$ cat config.mk
export PLATFORM = sky130hd
export DESIGN_NAME = pipelined_adder_v
export DESIGN_NICKNAME = d
export VERILOG_FILES = /design/src/rtl/adder_pkg.sv /design/src/rtl/adder_seg_v.sv /design/src/rtl/full_adder_v.sv /design/src/rtl/pipelined_adder_v.sv
export SDC_FILE = /design/constraint.sdc
export NUM_CORES = 1
export LEC_CHECK = 0
export CAP_MARGIN = 10
export CORE_ASPECT_RATIO = 1.1
export CORE_MARGIN = 2
export CORE_UTILIZATION = 30
export CTS_CLUSTER_DIAMETER = 80
export DETAILED_ROUTE_END_ITERATION = 8
export GPL_TIMING_DRIVEN = 0
export SLEW_MARGIN = 20
export SYNTH_ARGS = -nofsm -noshare
export SYNTH_HDL_FRONTEND = slang
export SYNTH_SLANG_ARGS = --single-unit
$ cat constraint.sdc
create_clock -name i_clk -period 10.1 [get_ports i_clk]
set_clock_uncertainty 0.05 [all_clocks]
set_input_delay 2.02 -clock i_clk [delete_from_list [all_inputs] [get_ports i_clk]]
set_output_delay 2.02 -clock i_clk [all_outputs]
set_load 0.05 [all_outputs]
$ cat src/rtl/adder_pkg.sv
// Shared constants and helpers for the pipelined add/subtract unit.
// - WIDTH_DEFAULT / SEG_WIDTH_DEFAULT: default datapath and segment widths.
// - calc_stages(): pipeline depth (also the latency in cycles).
// - OVF_RULE: selects how the signed overflow flag is derived.
package adder_pkg;

  localparam int unsigned WIDTH_DEFAULT     = 16;
  localparam int unsigned SEG_WIDTH_DEFAULT = 4;

  // Both rules give identical results; the carry-xor form is cheaper when the
  // MSB carry-in is already available from the ripple chain.
  typedef enum logic {
    OvfSignCompare,
    OvfCarryXor
  } ovf_rule_e;

  localparam ovf_rule_e OVF_RULE = OvfSignCompare;

  function automatic int unsigned calc_stages(input int unsigned width,
                                              input int unsigned seg_width);
    return (seg_width == 0) ? 0 : width / seg_width;
  endfunction

endpackage

$ cat src/rtl/adder_seg_v.sv
// Combinational SEG_WIDTH-bit ripple-carry segment built from full_adder_v.
// Ports:
//   i_a, i_b        segment operands
//   i_carry         carry into the segment LSB
//   o_s             segment sum
//   o_carry         carry out of the segment MSB
//   o_msb_carry_in  carry into the segment MSB (for carry-xor overflow)
module adder_seg_v
  import adder_pkg::*;
#(
  parameter int unsigned SEG_WIDTH = SEG_WIDTH_DEFAULT
) (
  input  logic [SEG_WIDTH-1:0] i_a,
  input  logic [SEG_WIDTH-1:0] i_b,
  input  logic                 i_carry,
  output logic [SEG_WIDTH-1:0] o_s,
  output logic                 o_carry,
  output logic                 o_msb_carry_in
);

  logic [SEG_WIDTH:0] chain;

  assign chain[0] = i_carry;

  for (genvar i = 0; i < SEG_WIDTH; i++) begin : g_bit
    full_adder_v u_fa (
      .i_a    (i_a[i]),
      .i_b    (i_b[i]),
      .i_carry(chain[i]),
      .o_s    (o_s[i]),
      .o_carry(chain[i+1])
    );
  end

  assign o_carry        = chain[SEG_WIDTH];
  assign o_msb_carry_in = chain[SEG_WIDTH-1];

endmodule

$ cat src/rtl/full_adder_v.sv
// Single-bit full adder.
// Ports:
//   i_a, i_b  operand bits
//   i_carry   carry-in
//   o_s       sum bit
//   o_carry   carry-out
module full_adder_v (
  input  logic i_a,
  input  logic i_b,
  input  logic i_carry,
  output logic o_s,
  output logic o_carry
);

  assign o_s     = i_a ^ i_b ^ i_carry;
  assign o_carry = (i_a & i_b) | (i_carry & (i_a ^ i_b));

endmodule

$ cat src/rtl/pipelined_adder_v.sv
// Pipelined WIDTH-bit add/subtract unit. One SEG_WIDTH-bit segment is resolved
// per stage with the carry registered between stages; latency is
// STAGES = WIDTH/SEG_WIDTH cycles. A single global stall (adv) freezes every
// stage, so tokens never reorder, drop or duplicate.
// Ports:
//   i_clk, i_rst          clock, synchronous active-high reset
//   i_valid / o_ready     input handshake (o_ready = adv, combinational)
//   i_a, i_b, i_carry     operands and carry-in (i_carry ignored when i_sub=1)
//   i_sub                 0: a+b+carry, 1: a-b as a+~b+1
//   o_valid / i_ready     output handshake
//   o_sum, o_carry        result and MSB carry-out (1 = no borrow on subtract)
//   o_overflow            signed overflow
module pipelined_adder_v
  import adder_pkg::*;
#(
  parameter int unsigned WIDTH     = WIDTH_DEFAULT,
  parameter int unsigned SEG_WIDTH = SEG_WIDTH_DEFAULT
) (
  input  logic             i_clk,
  input  logic             i_rst,
  input  logic             i_valid,
  output logic             o_ready,
  input  logic [WIDTH-1:0] i_a,
  input  logic [WIDTH-1:0] i_b,
  input  logic             i_carry,
  input  logic             i_sub,
  output logic             o_valid,
  input  logic             i_ready,
  output logic [WIDTH-1:0] o_sum,
  output logic             o_carry,
  output logic             o_overflow
);

  localparam int unsigned STAGES = calc_stages(WIDTH, SEG_WIDTH);

  if ((SEG_WIDTH < 1) || ((WIDTH % ((SEG_WIDTH < 1) ? 1 : SEG_WIDTH)) != 0)) begin : g_bad_params
    $error("pipelined_adder_v: WIDTH must be a non-zero multiple of SEG_WIDTH");
  end

  // Per-stage state. a_q/b_q are the skew registers carrying the operands
  // (b already in effective form) forward; sum_q accumulates the completed
  // low segments as the token moves up the pipe.
  logic             valid_q [STAGES];
  logic             carry_q [STAGES];
  logic             ovf_q   [STAGES];
  logic [WIDTH-1:0] a_q     [STAGES];
  logic [WIDTH-1:0] b_q     [STAGES];
  logic [WIDTH-1:0] sum_q   [STAGES];

  logic             adv;
  logic [WIDTH-1:0] b_eff;
  logic             carry_eff;

  assign o_valid = valid_q[STAGES-1];
  assign adv     = i_ready | ~o_valid;
  assign o_ready = adv;

  assign b_eff     = i_sub ? ~i_b : i_b;
  assign carry_eff = i_sub | i_carry;

  for (genvar k = 0; k < STAGES; k++) begin : g_stage
    logic                 v_in;
    logic                 c_in;
    logic [WIDTH-1:0]     a_in;
    logic [WIDTH-1:0]     b_in;
    logic [WIDTH-1:0]     s_in;
    logic [WIDTH-1:0]     s_next;
    logic [SEG_WIDTH-1:0] seg_s;
    logic                 seg_cout;
    logic                 seg_msb_cin;
    logic                 ovf_sign;
    logic                 ovf_next;

    if (k == 0) begin : g_first
      assign v_in = i_valid;
      assign c_in = carry_eff;
      assign a_in = i_a;
      assign b_in = b_eff;
      assign s_in = '0;
    end else begin : g_next
      assign v_in = valid_q[k-1];
      assign c_in = carry_q[k-1];
      assign a_in = a_q[k-1];
      assign b_in = b_q[k-1];
      assign s_in = sum_q[k-1];
    end

    adder_seg_v #(
      .SEG_WIDTH(SEG_WIDTH)
    ) u_seg (
      .i_a           (a_in[k*SEG_WIDTH +: SEG_WIDTH]),
      .i_b           (b_in[k*SEG_WIDTH +: SEG_WIDTH]),
      .i_carry       (c_in),
      .o_s           (seg_s),
      .o_carry       (seg_cout),
      .o_msb_carry_in(seg_msb_cin)
    );

    always_comb begin
      s_next                               = s_in;
      s_next[k*SEG_WIDTH +: SEG_WIDTH]     = seg_s;
    end

    // Overflow is only meaningful in the final stage, where the MSB segment
    // is resolved; earlier stages compute it too but it is never observed.
    assign ovf_sign = (a_in[WIDTH-1] == b_in[WIDTH-1]) & (s_next[WIDTH-1] != a_in[WIDTH-1]);
    assign ovf_next = (OVF_RULE == OvfCarryXor) ? (seg_cout ^ seg_msb_cin) : ovf_sign;

    always_ff @(posedge i_clk) begin
      if (i_rst) begin
        valid_q[k] <= 1'b0;
        carry_q[k] <= 1'b0;
        ovf_q[k]   <= 1'b0;
        a_q[k]     <= '0;
        b_q[k]     <= '0;
        sum_q[k]   <= '0;
      end else if (adv) begin
        valid_q[k] <= v_in;
        carry_q[k] <= seg_cout;
        ovf_q[k]   <= ovf_next;
        a_q[k]     <= a_in;
        b_q[k]     <= b_in;
        sum_q[k]   <= s_next;
      end
    end
  end

  assign o_sum      = sum_q[STAGES-1];
  assign o_carry    = carry_q[STAGES-1];
  assign o_overflow = ovf_q[STAGES-1];

endmodule
**After elaboration in Yosys (flattened, before gate mapping)**

Memories as Yosys holds them, arrays and structs flattened.
Index checks and enable logic that the tools add are counted.

- Bits in registers: 0
- Bits in latches: 0
- Memory bits (writable): 204
- Bits in read-only memories: 0
- Bits of input ports: 38
- Output and inout port bits: 20
- Word-level logic and storage cells: 155
- Memories: 6

- Add/sub/neg operators: 0
- $mul: 0
- Divide/modulo/power cells: 0
- $lt $le $gt $ge: 0
- Equal/unequal tests: 7
- Shift operators: 0
- Multiplexer cells: 30
- Bitwise operators: 112
- Reductions and logical operators: 0

Memory list:

| memory | words | bits a word | read ports | clocked after memory_dff | wr ports | line | source |
|---|---|---|---|---|---|---|---|
| a_q | 4 | 16 | 3 | 0 | 4 | pipelined_adder_v.sv:46 | `logic [WIDTH-1:0] a_q [STAGES];` |
| b_q | 4 | 16 | 3 | 0 | 4 | pipelined_adder_v.sv:47 | `logic [WIDTH-1:0] b_q [STAGES];` |
| sum_q | 4 | 16 | 4 | 0 | 4 | pipelined_adder_v.sv:48 | `logic [WIDTH-1:0] sum_q [STAGES];` |
| carry_q | 4 | 1 | 4 | 0 | 4 | pipelined_adder_v.sv:44 | `logic carry_q [STAGES];` |
| ovf_q | 4 | 1 | 1 | 0 | 4 | pipelined_adder_v.sv:45 | `logic ovf_q [STAGES];` |
| valid_q | 4 | 1 | 4 | 0 | 4 | pipelined_adder_v.sv:43 | `logic valid_q [STAGES];` |

Operators with widths:

| operator | number |
|---|---|
| $mux W16 | 13 |
| $or A1 B1 Y1 | 42 |
| $and A1 B1 Y1 | 36 |
| $xor A1 B1 Y1 | 32 |
| $mux W1 | 17 |
| $not A16 Y16 | 1 |
| $eq A1 B1 Y1 | 4 |
| $ne A1 B1 Y1 | 3 |
| $not A1 Y1 | 1 |

**Logic depth before layout (Yosys ltp)**

Gate-level depths: netlist (run 1).

- Depth in word-level cells: 12
- Mapped depth: 10
- Mapped depth without buffers: 8

**Modules after synthesis**

Synthesis (run 1) repeated with hierarchy kept, for this count alone.

- Cells, all modules: 256
- Area, all modules: 4312.9 µm²

Modules (own cells, without submodules):

| module | instances | cells each | area each (µm²) | seq. area each (µm²) |
|---|---|---|---|---|
| pipelined_adder_v | 1 | 240 | 3992.6 | 2912.8 |
| full_adder_v | 16 | 1 | 20.0 | 0.0 |

**Least setup slack after synthesis (run 1)**

OpenSTA, ideal clock, no wires.

- Path kind: in2reg
- Start point: in i_rst
- End point: mem a_q[0][10] in the netlist's numbering, enable pin
- Library setup time: 472 ps
- Arrival time: 4615 ps
- Required time: 9578 ps
- Setup slack: 4963 ps
- Stages: 3
- Buffers on the path: 2
- Cells stage by stage: buf_6 > buf_6 > nand2b_1

RTL lines:

| what | line | source |
|---|---|---|
| start: declaration | pipelined_adder_v.sv:20 | `input logic i_rst,` |
| end: declaration | pipelined_adder_v.sv:46 |  |

**Worst setup path in the final report (run 1)**

- Start point: in i_ready
- End point: out o_ready

- Longest elaborated chain between the ends: 1

RTL lines:

| what | line | source |
|---|---|---|
| start: declaration | pipelined_adder_v.sv:28 | `input logic i_ready,` |
| $or A1 B1 Y1 | pipelined_adder_v.sv:55 | `assign adv = i_ready \| ~o_valid;` |
| end: declaration | pipelined_adder_v.sv:22 | `output logic o_ready,` |

No other way between the ends.

==> results of run 1 <==
-- area by class of cell --
class	instances	area share
Buffer	24	0.03660
Clock buffer	9	0.04067
Clock inverter	7	0.01220
Inverter	20	0.01356
Multi-Input combinational cell	134	0.2232
Sequential cell	97	0.5260
Tap cell	192	0.04338
Timing Repair Buffer	56	0.1044
-- placed cells by master (no fill, tap or decap), types with 2 or more instances in the layout --
master           instances
nor3_1                  13
inv_1                   20
nor3b_1                 74
buf_6                   13
inv_8                    3
xor2_1                   2
clkbuf_16                9
edfxtp_1                97
buf_2                    3
nor3_2                   9
clkbuf_1                 7
xnor2_1                 15
clkdlybuf4s50_1         55
inv_6                    2
fa_1                    16
-- cells by family after synthesis --
kind of cell / count (synthesis)
buffers and inverters: 44
adder cells (fa/ha/maj): 17
flip-flops: 97
AND/OR/NAND/NOR: 100
XOR/XNOR: 17
-- registers in the layout, summed over array words and instances (netlist names) --
signal and cells:
a_q 24, sum_q 40, carry_q 4, b_q 24, ovf_q 1, valid_q 4
-- per-layer routing --
metal | track usage | routed length (microns) | up-vias | share of wire
li1 | - | - | 1122 | -
met1 | 0.1455 | 3711 | 1142 | 0.47
met4 | 0.03333 | 77 | 0 | 0.0098
met3 | 0.02561 | 338 | 8 | 0.043
met5 | 0 | 0 | - | 0
met2 | 0.1714 | 3766 | 51 | 0.48
-- Yosys cell counts --
cell       n  area, sq um
nor2_1     1        3.750
nor3_1    13        65.06
edfxtp_1  97         2913
buf_6     13        146.4
fa_1      16        320.3
xnor2_1   15        131.4
buf_2      3        15.01
clkbuf_1   7        26.28
nor3_2     9        90.09
inv_1     20        75.07
buf_8      1        15.01
ha_1       1        12.51
nor2b_4    1        13.76
xor2_1     2        17.52
nor4_2     1        12.51
nand2b_1   1        6.260
nor3b_1   74        555.5
-- worst max-delay path by stage --
stage | startpoint | end | slack, ps | cells after the start
6_report | i_ready | o_ready | 4160 | 7
5_1_grt | i_ready | o_ready | 4120 | 7
4_1_cts | i_ready | o_ready | 4150 | 7
3_5_place_dp | i_ready | o_ready | 4140 | 7
3_3_place_gp | i_ready | sum_q[3][0] | 3670 | 5
2_1_floorplan | i_rst | a_q[0][10] | 4960 | 3
-- metrics by stage --
stage | hold WS, ps | cells | instance area (sq um) | total power, W | util
after floorplan | 519.7 | 275 | 4419 | 0.0005572 | -
after global placement | 527.6 | 522 | 5210 | 0.0005966 | 0.3621
final | 562.4 | 539 | 5538 | 0.0009246 | 0.3849
after global routing | 597.0 | 539 | 5538 | 0.0009603 | 0.3849
after CTS | 555.8 | 539 | 5538 | 0.0009324 | 0.3849
after detailed placement | 536.6 | 523 | 5245 | 0.0005980 | 0.3645
-- critical path, delay by kind of cell --
family / cells / cell delay (ps)
AND/OR/NAND/NOR: 1 / 50
buffers and inverters: 6 / 1790
-- power by group through the flow --
| stage | combinational (W) | sequential, W | clock, W |
|---|---|---|---|
| 6_report | 0.000105 | 0.000482 | 0.000337 |
| 5_1_grt | 0.000116 | 0.000485 | 0.000359 |
| 4_1_cts | 0.000107 | 0.000483 | 0.000343 |
| 3_5_place_dp | 0.000106 | 0.000492 | 0 |
| 3_3_place_gp | 0.000105 | 0.000492 | 0 |
| 2_1_floorplan | 0.0000516 | 0.000506 | 0 |
==> impl_metrics.csv, run 1 <==
group,metric,value,unit
timing,fin_crit_sh,0.5877,
timing,slew_violations,0,
critical_path,cp-end-kind,"primary output",
finish,n_antenna_cell,0,
die,num_io_pins,58,
synth,synth_area,4419,sq um
die,start_util,0.3071,
die,die_h,131.3,microns
finish,seq_area,2913,sq um
finish,multi_input_area,1236,sq um
place,pre_cts_ws,4143,ps
routing,wl_per_cell,14.64,microns
cts,cts_setup_buffers,0,
die,die_w,119.7,microns
global_routing,grt_use_total,0.1076,
place,dp_hpwl,5.430,mm
cts,cts_resized,0,
routing,drtIter0Drc,99,
pwr,seqPwrFrac,0.522,
global_routing,grt_max_degree,56,
finish,fillers,1407,
timing,min_period,5936,ps
synth,synthMuxAreaShare,0,
global_routing,overflow,0,
pwr,peakVddDrop,0.07079,mV
critical_path,crit_path_max_fanout,10,
die,num_rows,46,
worst_hold_path,hold_start,"sum_q[2][3]",
pwr,p_per_area,167.0,nW/um^2
pwr,swShare,0.2425,
run,cap_violations,0,
finish,syn_to_final_growth,25.31,%
worst_hold_path,whs_endpoint,"sum_q[3][3]",
pwr,combPwrFrac,0.113,
timing,tightest_slew,706.1,ps
synth,yosysSeqAreaShare,0.6591,
critical_path,timing.rr.end,"ovf_q[3]",
pwr,p_int,0.0007004,W
cts,cts_tree,"done",
critical_path,rrSetupSlack,7260,ps
place,port_buffers,55,
synth,synthCells,275,
status,status,"finished, final reports clean",
finish,nets,397,
cts,clockRootBuffer,"clkbuf_16",
critical_path,rr_worst_depth,7,
routing,wl,7.893,mm
critical_path,cp_slowest_cell,"clkdlybuf4s50_1",
synth,synth_top_family_by_area,"simple AND/OR/NAND/NOR gates",
critical_path,cp_cell_sequence,"clkdlybuf4s50_1, nor2b_4, buf_6, buf_6, buf_6, inv_1, clkdlybuf4s50_1",
critical_path,crit_path_max_incr_delay,800,ps
routing,route.vias.total,2323,
critical_path,cpMostUsedCell,"buf_6",
cts,clock_path_buffers,2,
synth,avgSynthCellArea,16.07,sq um
cts,htree_levels,3,
timing,setup_viol,0,
die,design.core.area,14390,sq um
critical_path,critPathKind,"in -> out",
synth,yosys_register_bits,97,
synth,syn_nets,330,
routing,via_per_inst,4.310,
worst_hold_path,hp-class,"reg -> reg",
routing,final_antenna_net_count,0,
cts,cts_sinks,97,
synth,synth_xor_area_frac,0.03369,
pwr,leakagePower,2.032,nW
timing,finalHoldViolations,0,
routing,drt_first_pass_iters,5,
worst_hold_path,hold_depth,1,
global_routing,first_global_vias,2508,
synth,synth-adder-area-share,0.07531,
routing,route.detailed.drc,0,
timing,layout_setup_ws,4164,ps
timing,rsz0062_at_grt,"false",
place,place_congestion,0.7596,
timing,setup_tns,0,ps
synth,synthSimpleGateAreaFrac,0.1690,
pwr,clockPowerShare,0.365,
finish,drive_gt1_frac,0.1326,
cts,cts_hold_buf,0,
critical_path,cp.arrival,3870,ps
synth,synth_compound_area_frac,0,
global_routing,grt_pass1_wl,13.03,mm
synth,synth_cell_types,17,
global_routing,antenna_found_initial,0,
timing,timing.slew.headroom,0.5293,
die,die-area,15720,sq um
critical_path,cp-start-kind,"input port",
critical_path,r2r_start,"a_q[1][12]",
synth,yosysWarnings,0,
cts,clkTransAtPathRegs,70,ps
critical_path,worstPathRequired,8030,ps
timing,fmax,168.5,MHz
cts,cts-buffers-inserted,9,
cts,insertion_delay,350,ps
pwr,switching_power,0.0002242,W
No activity file was read; power rests on OpenSTA's default activity.
==> run 2: changes to the inputs <==
Clock period 10.1 ns to 4.96 ns, I/O delays scaled along.
==> results of run 2 <==
Same layout as run 1 (identical final DEF). Status: finished, final reports clean.
Main changes from that run: setup slack after placement 4143 ps -> 1059 ps; setup slack after layout 4164 ps -> 1080 ps; register-to-register setup slack 7260 ps -> 2120 ps; total power 0.0009246 W -> 0.001883 W; worst IR drop on VDD 0.07079 mV -> 0.1441 mV
